<file path="config.mk">
export PLATFORM = sky130hd
export DESIGN_NAME = divu_hilo_unit
export DESIGN_NICKNAME = d
export VERILOG_FILES = /design/src/rtl/divu_hilo_unit.sv
export SDC_FILE = /design/constraint.sdc
export NUM_CORES = 1
export LEC_CHECK = 0
export CORE_MARGIN = 8
export CORE_UTILIZATION = 40
export DETAILED_ROUTE_END_ITERATION = 8
export MAX_ROUTING_LAYER = met4
export SETUP_SLACK_MARGIN = 0.4
export SYNTH_ARGS = -nofsm -noshare
export SYNTH_HDL_FRONTEND = slang
export SYNTH_SLANG_ARGS = --single-unit
</file>
<file path="constraint.sdc">
create_clock -name clk -period 15.4 [get_ports clk]
set_clock_uncertainty 0.05 [all_clocks]
set_input_delay 1.54 -clock clk [delete_from_list [all_inputs] [get_ports clk]]
set_output_delay 1.54 -clock clk [all_outputs]
set_load 0.02 [all_outputs]
</file>
<file path="src/rtl/divu_hilo_unit.sv">
// Multi-cycle unsigned restoring divider with architectural HI/LO registers.
// Holds the pipeline with a stall while a division is in flight.
module divu_hilo_unit #(
    parameter int         WIDTH     = 32,
    parameter logic [5:0] DIVU_CODE = 6'd27,
    parameter logic [5:0] MFHI_CODE = 6'd16,
    parameter logic [5:0] MFLO_CODE = 6'd18
) (
    input  logic             clk,
    input  logic             rst,
    input  logic             op_valid,
    input  logic [5:0]       ALUOperation,
    input  logic [WIDTH-1:0] src_a,
    input  logic [WIDTH-1:0] src_b,
    output logic [WIDTH-1:0] rd_data,
    output logic             busy,
    output logic             stall,
    output logic             done
);

    localparam int CW = (WIDTH > 1) ? $clog2(WIDTH) : 1;
    localparam logic [CW-1:0] COUNT_INIT = CW'(WIDTH - 1);
    localparam logic [CW-1:0] COUNT_ZERO = {CW{1'b0}};
    localparam logic [CW-1:0] COUNT_ONE  = CW'(1);

    localparam logic [1:0] ST_IDLE = 2'd0;
    localparam logic [1:0] ST_RUN  = 2'd1;
    localparam logic [1:0] ST_DONE = 2'd2;

    logic [1:0]         state_r;
    logic [WIDTH-1:0]   rem_r;
    logic [WIDTH-1:0]   quo_r;
    logic [WIDTH-1:0]   divisor_r;
    logic [CW-1:0]      count_r;
    logic [WIDTH-1:0]   hi_r;
    logic [WIDTH-1:0]   lo_r;
    logic               done_r;
    logic [2*WIDTH-1:0] step_s;
    logic               is_div_s;
    logic               is_mfhi_s;
    logic               is_mflo_s;

    // One restoring step: returns {rem_next, quo_next}. The shifted remainder
    // is WIDTH+1 bits; since rem < divisor it stays below 2*divisor, so the
    // top bit of the difference is a clean borrow (divisor 0 never borrows).
    function automatic logic [2*WIDTH-1:0] div_step(
        input logic [WIDTH-1:0] rem,
        input logic [WIDTH-1:0] quo,
        input logic [WIDTH-1:0] dvs
    );
        logic [WIDTH:0] shifted;
        logic [WIDTH:0] diff;
        shifted = {rem, quo[WIDTH-1]};
        diff    = shifted - {1'b0, dvs};
        if (diff[WIDTH] == 1'b0) begin
            div_step = {diff[WIDTH-1:0], quo[WIDTH-2:0], 1'b1};
        end else begin
            div_step = {shifted[WIDTH-1:0], quo[WIDTH-2:0], 1'b0};
        end
    endfunction

    assign is_div_s  = op_valid & (ALUOperation == DIVU_CODE);
    assign is_mfhi_s = op_valid & (ALUOperation == MFHI_CODE);
    assign is_mflo_s = op_valid & (ALUOperation == MFLO_CODE);

    assign busy  = (state_r == ST_RUN);
    assign stall = busy & (is_div_s | is_mfhi_s | is_mflo_s);
    assign done  = done_r;

    // Next division step from the current iteration registers
    always_comb begin
        step_s = div_step(rem_r, quo_r, divisor_r);
    end

    // HI/LO read port; never exposes the in-flight remainder
    always_comb begin
        rd_data = {WIDTH{1'b0}};
        if (is_mfhi_s) begin
            rd_data = hi_r;
        end else if (is_mflo_s) begin
            rd_data = lo_r;
        end else begin
            rd_data = {WIDTH{1'b0}};
        end
    end

    // Divider FSM, iteration datapath and architectural HI/LO
    always_ff @(posedge clk or posedge rst) begin
        if (rst) begin
            state_r   <= ST_IDLE;
            rem_r     <= {WIDTH{1'b0}};
            quo_r     <= {WIDTH{1'b0}};
            divisor_r <= {WIDTH{1'b0}};
            count_r   <= COUNT_ZERO;
            hi_r      <= {WIDTH{1'b0}};
            lo_r      <= {WIDTH{1'b0}};
            done_r    <= 1'b0;
        end else begin
            case (state_r)
                ST_IDLE, ST_DONE: begin
                    done_r <= 1'b0;
                    if (is_div_s) begin
                        quo_r     <= src_a;
                        divisor_r <= src_b;
                        rem_r     <= {WIDTH{1'b0}};
                        count_r   <= COUNT_INIT;
                        state_r   <= ST_RUN;
                    end else begin
                        state_r   <= ST_IDLE;
                    end
                end
                ST_RUN: begin
                    {rem_r, quo_r} <= step_s;
                    if (count_r == COUNT_ZERO) begin
                        hi_r    <= step_s[2*WIDTH-1:WIDTH];
                        lo_r    <= step_s[WIDTH-1:0];
                        done_r  <= 1'b1;
                        state_r <= ST_DONE;
                    end else begin
                        count_r <= count_r - COUNT_ONE;
                    end
                end
                default: begin
                    done_r  <= 1'b0;
                    state_r <= ST_IDLE;
                end
            endcase
        end
    end

endmodule

</file>
### After elaboration in Yosys (flattened, before gate mapping)

Index checks and enable logic that the tools add are counted.

| word-level totals | value |
|---|---|
| output and inout port bits | 35 |
| memories kept | 0 |
| ROM bits | 0 |
| latch bits | 0 |
| register bits after elaboration | 168 |
| bits in writable memories | 0 |
| word-level logic and storage cells | 47 |

| cells by class | value |
|---|---|
| div/mod/pow operators | 0 |
| mux-type cells | 15 |
| magnitude comparators | 0 |
| reduce and logical (&&, ||, !) cells | 8 |
| equality and inequality tests | 8 |
| $add $sub $neg | 2 |
| bitwise operators | 6 |
| $mul | 0 |
| shifts and indexed selects | 0 |

Operators with widths:

| operator | count |
|---|---|
| 32-bit two-way mux | 4 |
| 32-bit one-hot mux with 2 select lines | 2 |
| 64-bit two-way mux | 1 |
| 33-bit by 32-bit subtractor with 33-bit output | 1 |
| 6-bit by 5-bit equality test with 1-bit output, second input constant | 3 |
| 5-bit two-way mux | 2 |
| 5-bit one-hot mux with 2 select lines | 1 |
| 2-bit AND reduction | 3 |
| 5-bit logical NOT | 1 |
| 5-bit by 1-bit subtractor with 5-bit output, second input constant | 1 |
| 1-bit bitwise AND | 4 |
| 2-bit != test, second input constant | 2 |
| 2-bit one-hot mux with 2 select lines | 1 |
| 1-bit two-way mux | 3 |
| 3-bit AND reduction | 1 |
| 2-bit by 1-bit equality test with 1-bit output, second input constant | 1 |
| 2-bit equality test, second input constant | 1 |
| 2-bit logical NOT | 1 |
| 2-bit two-way mux | 1 |
| 2-bit by 1-bit != test with 1-bit output, second input constant | 1 |
| 1-bit OR | 2 |
| 2-bit nonzero test | 1 |
| 2-bit OR reduction | 1 |

### Longest topological paths before layout

Gate-level depths: netlist of run 1.

| logic depth | value |
|---|---|
| word-level depth | 5 |
| gate-level depth with buffers | 14 |
| mapped depth without buffers | 13 |

### Worst setup path after synthesis of run 1

No wires, ideal clock.

| timing path | value |
|---|---|
| path type | input to output |
| start point | in ALUOperation[2] |
| end point | out rd_data[10] |
| stages | 6 |
| arrival | 2,686 ps |
| setup slack | 11,124 ps |
| cell sequence | nor2_1 -> nand3_1 -> or3_1 -> clkbuf_1 -> clkbuf_1 -> nor2_1 |

| on the way | value |
|---|---|
| longest elaborated chain between the ends | 4 |

Ends and longest elaborated chain:

| element | RTL line | RTL |
|---|---|---|
| start, declared | 12 | `input logic [5:0] ALUOperation,` |
| 6-bit by 5-bit equality test with 1-bit output | 64 | `assign is_mflo_s = op_valid & (ALUOperation == MFLO_CODE);` |
| 1-bit bitwise AND | 64 |  |
| 32-bit two-way mux | 80 | `end else if (is_mflo_s) begin` |
| 32-bit two-way mux (*) | 78 | `if (is_mfhi_s) begin` |
| end, declared | 15 | `output logic [WIDTH-1:0] rd_data,` |

Every way passes the cells marked *; elsewhere a longest branch is shown, timed or not.

### Worst setup path after layout of run 1

| timing path | value |
|---|---|
| start point | in ALUOperation[2] |
| end point | out rd_data[17] |

Same word-level chain as after synthesis.

==> results of run 1 <==
## how the worst min path moves through the flow
stage | to | slack, ps | cells past startpoint
6_report | lo_r[11]$_DFFE_PP0P_ | 420 | 2
5_1_grt | lo_r[26]$_DFFE_PP0P_ | 450 | 2
4_1_cts | lo_r[27]$_DFFE_PP0P_ | 430 | 2
3_5_place_dp | lo_r[14]$_DFFE_PP0P_ | 410 | 2
3_3_place_gp | lo_r[27]$_DFFE_PP0P_ | 410 | 2
2_1_floorplan | lo_r[10]$_DFFE_PP0P_ | 400 | 2
## registers in the layout (all words and copies together), names as in the netlist
signal and flops:
count_r 5, divisor_r 32, hi_r 32, lo_r 32, quo_r 32, rem_r 32
state_r 2
## cells in the mapped netlist (all sizes together), types with 2 or more instances
| library cell | instances | share of area [%] |
|---|---|---|
| clkbuf | 42 | 1.8 |
| xnor2 | 19 | 1.9 |
| a31oi | 4 | 0.28 |
| o21ai | 111 | 6.3 |
| a32oi | 2 | 0.20 |
| o31ai | 2 | 0.17 |
| buf | 19 | 1.1 |
| ha | 34 | 4.8 |
| nor3 | 12 | 0.67 |
| dfrtp | 167 | 47 |
| o211ai | 7 | 0.59 |
| o22ai | 31 | 2.2 |
| mux2i | 45 | 5.0 |
| o21a | 8 | 0.67 |
| o21bai | 3 | 0.25 |
| inv | 43 | 1.8 |
| or3 | 2 | 0.14 |
| nor2b | 4 | 0.28 |
| nand3 | 43 | 2.4 |
| a21oi | 62 | 3.6 |
| xor2 | 12 | 1.4 |
| o31a | 2 | 0.20 |
| a21o | 2 | 0.17 |
| nor2 | 131 | 5.5 |
| nand2 | 194 | 8.2 |
| nand2b | 5 | 0.35 |
| and3 | 6 | 0.42 |
| a221oi | 2 | 0.20 |
| nand4 | 7 | 0.49 |
## power breakdown
part           switching [mW]  leakage [nW]  internal, mW  total, mW
logic                   0.401          2.51         0.247      0.648
registers               0.113          1.98         0.594      0.707
clock network           0.195         0.270         0.214      0.409
total                   0.709          4.75          1.05       1.76
## cell type report
class | count | area share, %
Timing Repair Buffer | 114 | 10.4
Multi-Input combinational cell | 769 | 40.5
Clock inverter | 14 | 1.24
Sequential cell | 167 | 39.0
Tap cell | 280 | 3.27
Clock buffer | 18 | 4.00
Inverter | 44 | 1.61
## worst min-delay path: stages, from the launching register on
cell and delay, ps:
dfrtp_1 340, nand2_1 50, nand2_1 50
## metal layers
| metal | track usage [%] | up-vias |
|---|---|---|
| met5 | - | - |
| met4 | 4.10 | 0 |
| met3 | 3.35 | 18 |
| met2 | 25.9 | 173 |
| met1 | 25.1 | 3452 |
| li1 | - | 3692 |
## metrics by stage
step                instances  hold WS, ps  util, %
floorplan                1041          396        -
global route             1406          446     49.0
CTS                      1406          429     49.0
finish                   1406          425     49.0
global placement         1374          410     46.4
detailed placement       1374          413     46.4
## logic make-up (layout without fill, tap and decap cells)
family	after synthesis	after routing
buffers and inverters	105	190
and+or+nand+nor	408	408
xor gates and xnor gates	31	31
AOI/OAI and AO/OA	250	250
DFF	167	167
muxes	45	45
adders and majority gates	35	35
==> flow_summary_export.csv, run 1 <==
group,metric,value,unit
worst_setup_path,start_kind,"input port",
floorplan,num_rows,54,
timing,setup_slack,9960,ps
cts,cts.path.max_buffers,2,
cts,worstSkewPairLatency,430,ps
worst_setup_path,required,13810,ps
synthesis,synthAdderAreaFrac,4.99,%
drt,drc,0,
global_routing,antenna_found_initial,0,
drt,met2_length,9.99,mm
synthesis,synth_area_per_cell,8.58,µm²
run,cap_viol_max_count,0,
power_and_ir_drop,p_leak,4.75,nW
placed_design,port_buffers,107,
global_routing,grt_pass1_wl,37.6,mm
worst_setup_path,crit_path_end,"rd_data[17]",
global_routing,grt_max_degree,99,
synthesis,synth_area,8930,µm²
drt,met3_wirelength,1.35,mm
timing,rsz0062_at_grt,"no",
timing,timing.final.hold_violations,0,
drt,met1_length,11.4,mm
drt,dr.max_layer_used,"met4",
cells_and_area,syn2layout_area_growth,20.0,%
global_routing,grt_pass1_vias,7129,
synthesis,synth_cell_types,58,
status,status,"completed",
synthesis,syn_inst,1041,
cells_and_area,final_common_cell,"nand2_1",
drt,wl,23.0,mm
worst_setup_path,crit_path_end_kind,"output port",
drt,drtIter0Drc,509,
worst_setup_path,critPathMaxStageDelay,770,ps
worst_setup_path,r2r_start,"quo_r[31]$_DFFE_PP0P_",
floorplan,core_area,21900,µm²
synthesis,ys_seq_area_share,46.8,%
cells_and_area,final_cell_mix,"193 x nand2_1, 167 x dfrtp_1, 131 x nor2_1",
min_path,min_from,"lo_r[11]$_DFFE_PP0P_",
cts,htree_levels,4,
placed_design,gp_congestion,0.880,
drt,routedWlPerCell,16.3,µm
cells_and_area,num-fill-cells,2137,
global_routing,grt_use_total,17.7,%
placed_design,hpwl,16.0,mm
global_routing,overflow,0,
synthesis,synth-simple-area-share,18.8,%
synthesis,synth_xor_area_share,3.25,%
cts,post-cts-setup-buffer-count,0,
worst_setup_path,cp-startpoint,"ALUOperation[2]",
worst_setup_path,path_depth,6,
cells_and_area,num_antenna_cells,0,
synthesis,synth_nets,1149,
power_and_ir_drop,power.density,164,nW/µm²
synthesis,yosys_warnings,0,
min_path,worstHoldPathType,"flop to flop",
worst_setup_path,reg2reg_slack,11450,ps
timing,finalCriticalPeriod,5440,ps
placed_design,dpl_cell_area,10200,µm²
placed_design,dp_slack,9920,ps
floorplan,dieArea,27400,µm²
worst_setup_path,path_delay_family,"simple AND/OR/NAND/NOR gates",
timing,setup_viol,0,
worst_setup_path,crit_slowest_cell,"or3_1",
cells_and_area,multi_input_area,4340,µm²
synthesis,synth_flop_cell,"dfrtp_1",
cells_and_area,fin_area,10700,µm²
worst_setup_path,rr_worst_depth,14,
timing,relSlewSlack,28.2,%
drt,via_per_inst,5.22,
worst_setup_path,cp.buffers_inverters,2,
floorplan,start_util,40.8,%
cells_and_area,layout.nets,1221,
synthesis,synthMuxAreaShare,5.04,%
cts,cts_root_buffer,"clkbuf_16",
cts,ctsResizeCount,0,
cts,cts_tree,"done",
cts,cts_made_buffers,17,
floorplan,die_y,165,µm
drt,ant_nets,0,
power_and_ir_drop,vdd_ir_drop_max,0.0000925,V
drt,vias,7335,
cells_and_area,seqCellArea,4180,µm²
worst_setup_path,r2r-end,"rem_r[29]$_DFFE_PP0P_",
synthesis,synth_seq_cells,167,
worst_setup_path,timing_worst_setup_path_type,"input port to output port",
synthesis,synth_edf_count,0,
timing,fmax,184,MHz
power_and_ir_drop,design_power_total,1.76,mW
timing,fin_crit_sh,35.3,%
worst_setup_path,critical_path.max_fanout,32,
synthesis,synth_top_family_by_area,"simple AND/OR/NAND/NOR gates",
drt,first_pass_iters,7,
synthesis,synth_compound_area_share,16.4,%
worst_setup_path,cp_cell_sequence,"clkdlybuf4s50_1 > nor2_1 > nand3_1 > or3_1 > nor2_1 > clkdlybuf4s50_1",
synthesis,async_flop_share,100,%
timing,slew_viol_final,0,
floorplan,die_width,165,µm
cts,cts_sinks,167,
floorplan,io_pins,108,
timing,tightest_slew,1070,ps
cts,path_clk_slew,60,ps
cells_and_area,drive_above_1_share,5.06,%
worst_setup_path,cp.arrival,3850,ps
cts,holdBufCountCts,0,
timing,tns,0,ps
(Power assumes the default switching activity.)
==> inputs of run 2 (changes only) <==
Clock period 15.4 ns to 4.95 ns, I/O delays scaled along.
==> run 2 against run 1 <==
  * Global-route usage up 0.31 points
  * Cell area up 0.33%
  * Clock-buffer cell count down 1
  * Final cell count up 0.21%
  * Via count down 0.14%
  * Die area unchanged
  * Largest power group unchanged
==> flow_summary_export.csv, run 2 (synthesis gave the netlist of run 1 again) <==
group,metric,value,unit
worst_setup_path,r2r-end,"hi_r[7]$_DFFE_PP0P_",
cells_and_area,final_common_cell,"nand2_1",
placed_design,port_buffers,107,
cts,worstSkewPairLatency,430,ps
global_routing,grt_use_total,18.1,%
timing,fmax,286,MHz
worst_setup_path,crit_path_end_kind,"flop",
placed_design,gp_congestion,0.876,
timing,setup_viol,0,
power_and_ir_drop,power_frac_seq,39.9,%
power_and_ir_drop,vdd_ir_drop_max,0.000241,V
status,status,"completed",
worst_setup_path,timing_worst_setup_path_type,"flop to flop",
power_and_ir_drop,switching_share,40.5,%
drt,routedWlPerCell,16.7,µm
cts,cts_sinks,167,
drt,drtIter0Drc,424,
timing,rsz0062_at_grt,"no",
power_and_ir_drop,p_leak,4.77,nW
global_routing,grt_pass1_vias,7298,
cells_and_area,drive_above_1_share,5.40,%
worst_setup_path,cp.arrival,3710,ps
cts,cts_tree,"done",
drt,drc,0,
power_and_ir_drop,power.switching,2.24,mW
floorplan,dieArea,27400,µm²
cts,htree_levels,4,
cts,ctsResizeCount,0,
global_routing,grt_pass1_wl,38.3,mm
worst_setup_path,reg2reg_slack,1450,ps
placed_design,dp.cells,1377,
floorplan,num_rows,54,
worst_setup_path,start_kind,"flop",
floorplan,die_width,165,µm
power_and_ir_drop,power.density,514,nW/µm²
timing,slew_viol_final,0,
run,cap_viol_max_count,0,
drt,wl,23.5,mm
placed_design,hpwl,16.5,mm
cells_and_area,multi_input_area,4340,µm²
drt,ant_nets,0,
cts,post-cts-setup-buffer-count,0,
timing,finalCriticalPeriod,3500,ps
cells_and_area,final_cell_mix,"193 x nand2_1, 167 x dfrtp_1, 131 x nor2_1",
cells_and_area,num-fill-cells,2137,
drt,vias,7325,
placed_design,dpl_cell_area,10200,µm²
floorplan,die_y,165,µm
timing,tns,0,ps
worst_setup_path,required,5170,ps
timing,timing.final.hold_violations,0,
floorplan,start_util,40.8,%
timing,fin_crit_sh,70.6,%
floorplan,io_pins,108,
floorplan,core_area,21900,µm²
cells_and_area,num_antenna_cells,0,
cts,holdBufCountCts,0,
drt,first_pass_iters,4,
cts,cts_root_buffer,"clkbuf_16",
timing,tightest_slew,1120,ps
cts,cts.path.max_buffers,2,
cts,path_clk_slew,70,ps
global_routing,overflow,0,
cts,cts_made_buffers,17,
global_routing,antenna_found_initial,0,
power_and_ir_drop,pwr-share-comb,36.8,%
timing,relSlewSlack,25.1,%
cells_and_area,syn2layout_area_growth,20.4,%
drt,via_per_inst,5.20,
global_routing,grt_max_degree,103,
worst_setup_path,critical_path.max_fanout,28,
power_and_ir_drop,p_int,3.29,mW
cells_and_area,layout.nets,1224,
worst_setup_path,rr_worst_depth,14,
cells_and_area,seqCellArea,4180,µm²
power_and_ir_drop,clkPwrFrac,23.2,%
worst_setup_path,r2r_start,"quo_r[31]$_DFFE_PP0P_",
cells_and_area,fin_area,10800,µm²
min_path,worstHoldPathType,"input port to asynchronous set/reset pin",
cells_and_area,final_cells,1409,
run 2: cell types whose count changed in the layout (fill, tap and decap cells not counted), sizes merged:
cell      before  now
buf            8   11
clkinvlp       2    3
clkbuf        18   17
clkinv         5    6
inv           51   50
run 2: worst max-delay path by stage:
stage	startpoint	end	slack [ps]	cells past startpoint
final	quo_r[31]$_DFFE_PP0P_	hi_r[7]$_DFFE_PP0P_	1450	14
after global routing	quo_r[31]$_DFFE_PP0P_	hi_r[5]$_DFFE_PP0P_	1300	14
after CTS	quo_r[31]$_DFFE_PP0P_	hi_r[5]$_DFFE_PP0P_	1480	14
after detailed placement	ALUOperation[2]	rd_data[21]	1500	6
after global placement	quo_r[31]$_DFFE_PP0P_	hi_r[5]$_DFFE_PP0P_	1600	14
after floorplan	quo_r[31]$_DFFE_PP0P_	quo_r[0]$_DFFE_PP0P_	2160	13
run 2: per-stage QoR:
step           worst slack [ps]  util [%]  hold slack, ps  power (mW)
6_report                   1450      49.2             272        5.53
5_1_grt                    1300      49.2             276        5.93
4_1_cts                    1480      49.2             264        5.56
3_5_place_dp               1500      46.6             412        4.26
3_3_place_gp               1600      46.6             406        4.21
2_1_floorplan              2160         -             396        3.65
run 2: area by class of cell:
class,count,share of cell area (%)
multi-input combinational,769,40.4
sequential,167,38.8
timing repair buffer,117,10.7
clock buffer,17,3.95
tap,280,3.26
inverter,44,1.59
clock inverter,15,1.28
run 2: per-layer routing:
metal | part of all wire [%] | track usage (%) | vias up
met2 | 44 | 26.7 | 168
met5 | 0 | - | -
met4 | 1.3 | 5.48 | 0
met3 | 5.1 | 3.05 | 25
li1 | - | - | 3704
met1 | 50 | 25.0 | 3428
run 2: critical path, stage by stage (launching register included):
cell and delay [ps]:
dfrtp_1 380, inv_1 70, ha_1 190, inv_1 70, fa_1 440, a211oi_2 230
o211ai_1 130, o211ai_1 190, o41ai_2 140, o21ai_2 240, xor2_4 310, buf_4 360
nor2_1 90, a21oi_1 300, o21ai_0 130
run 2: power by group through the flow:
stage / clock network, mW / logic [mW] / registers, mW
floorplan: 0 / 1.56 / 2.10
global placement: 0 / 2.00 / 2.21
detailed placement: 0 / 2.04 / 2.22
CTS: 1.31 / 2.05 / 2.20
global route: 1.37 / 2.30 / 2.27
finish: 1.28 / 2.04 / 2.21
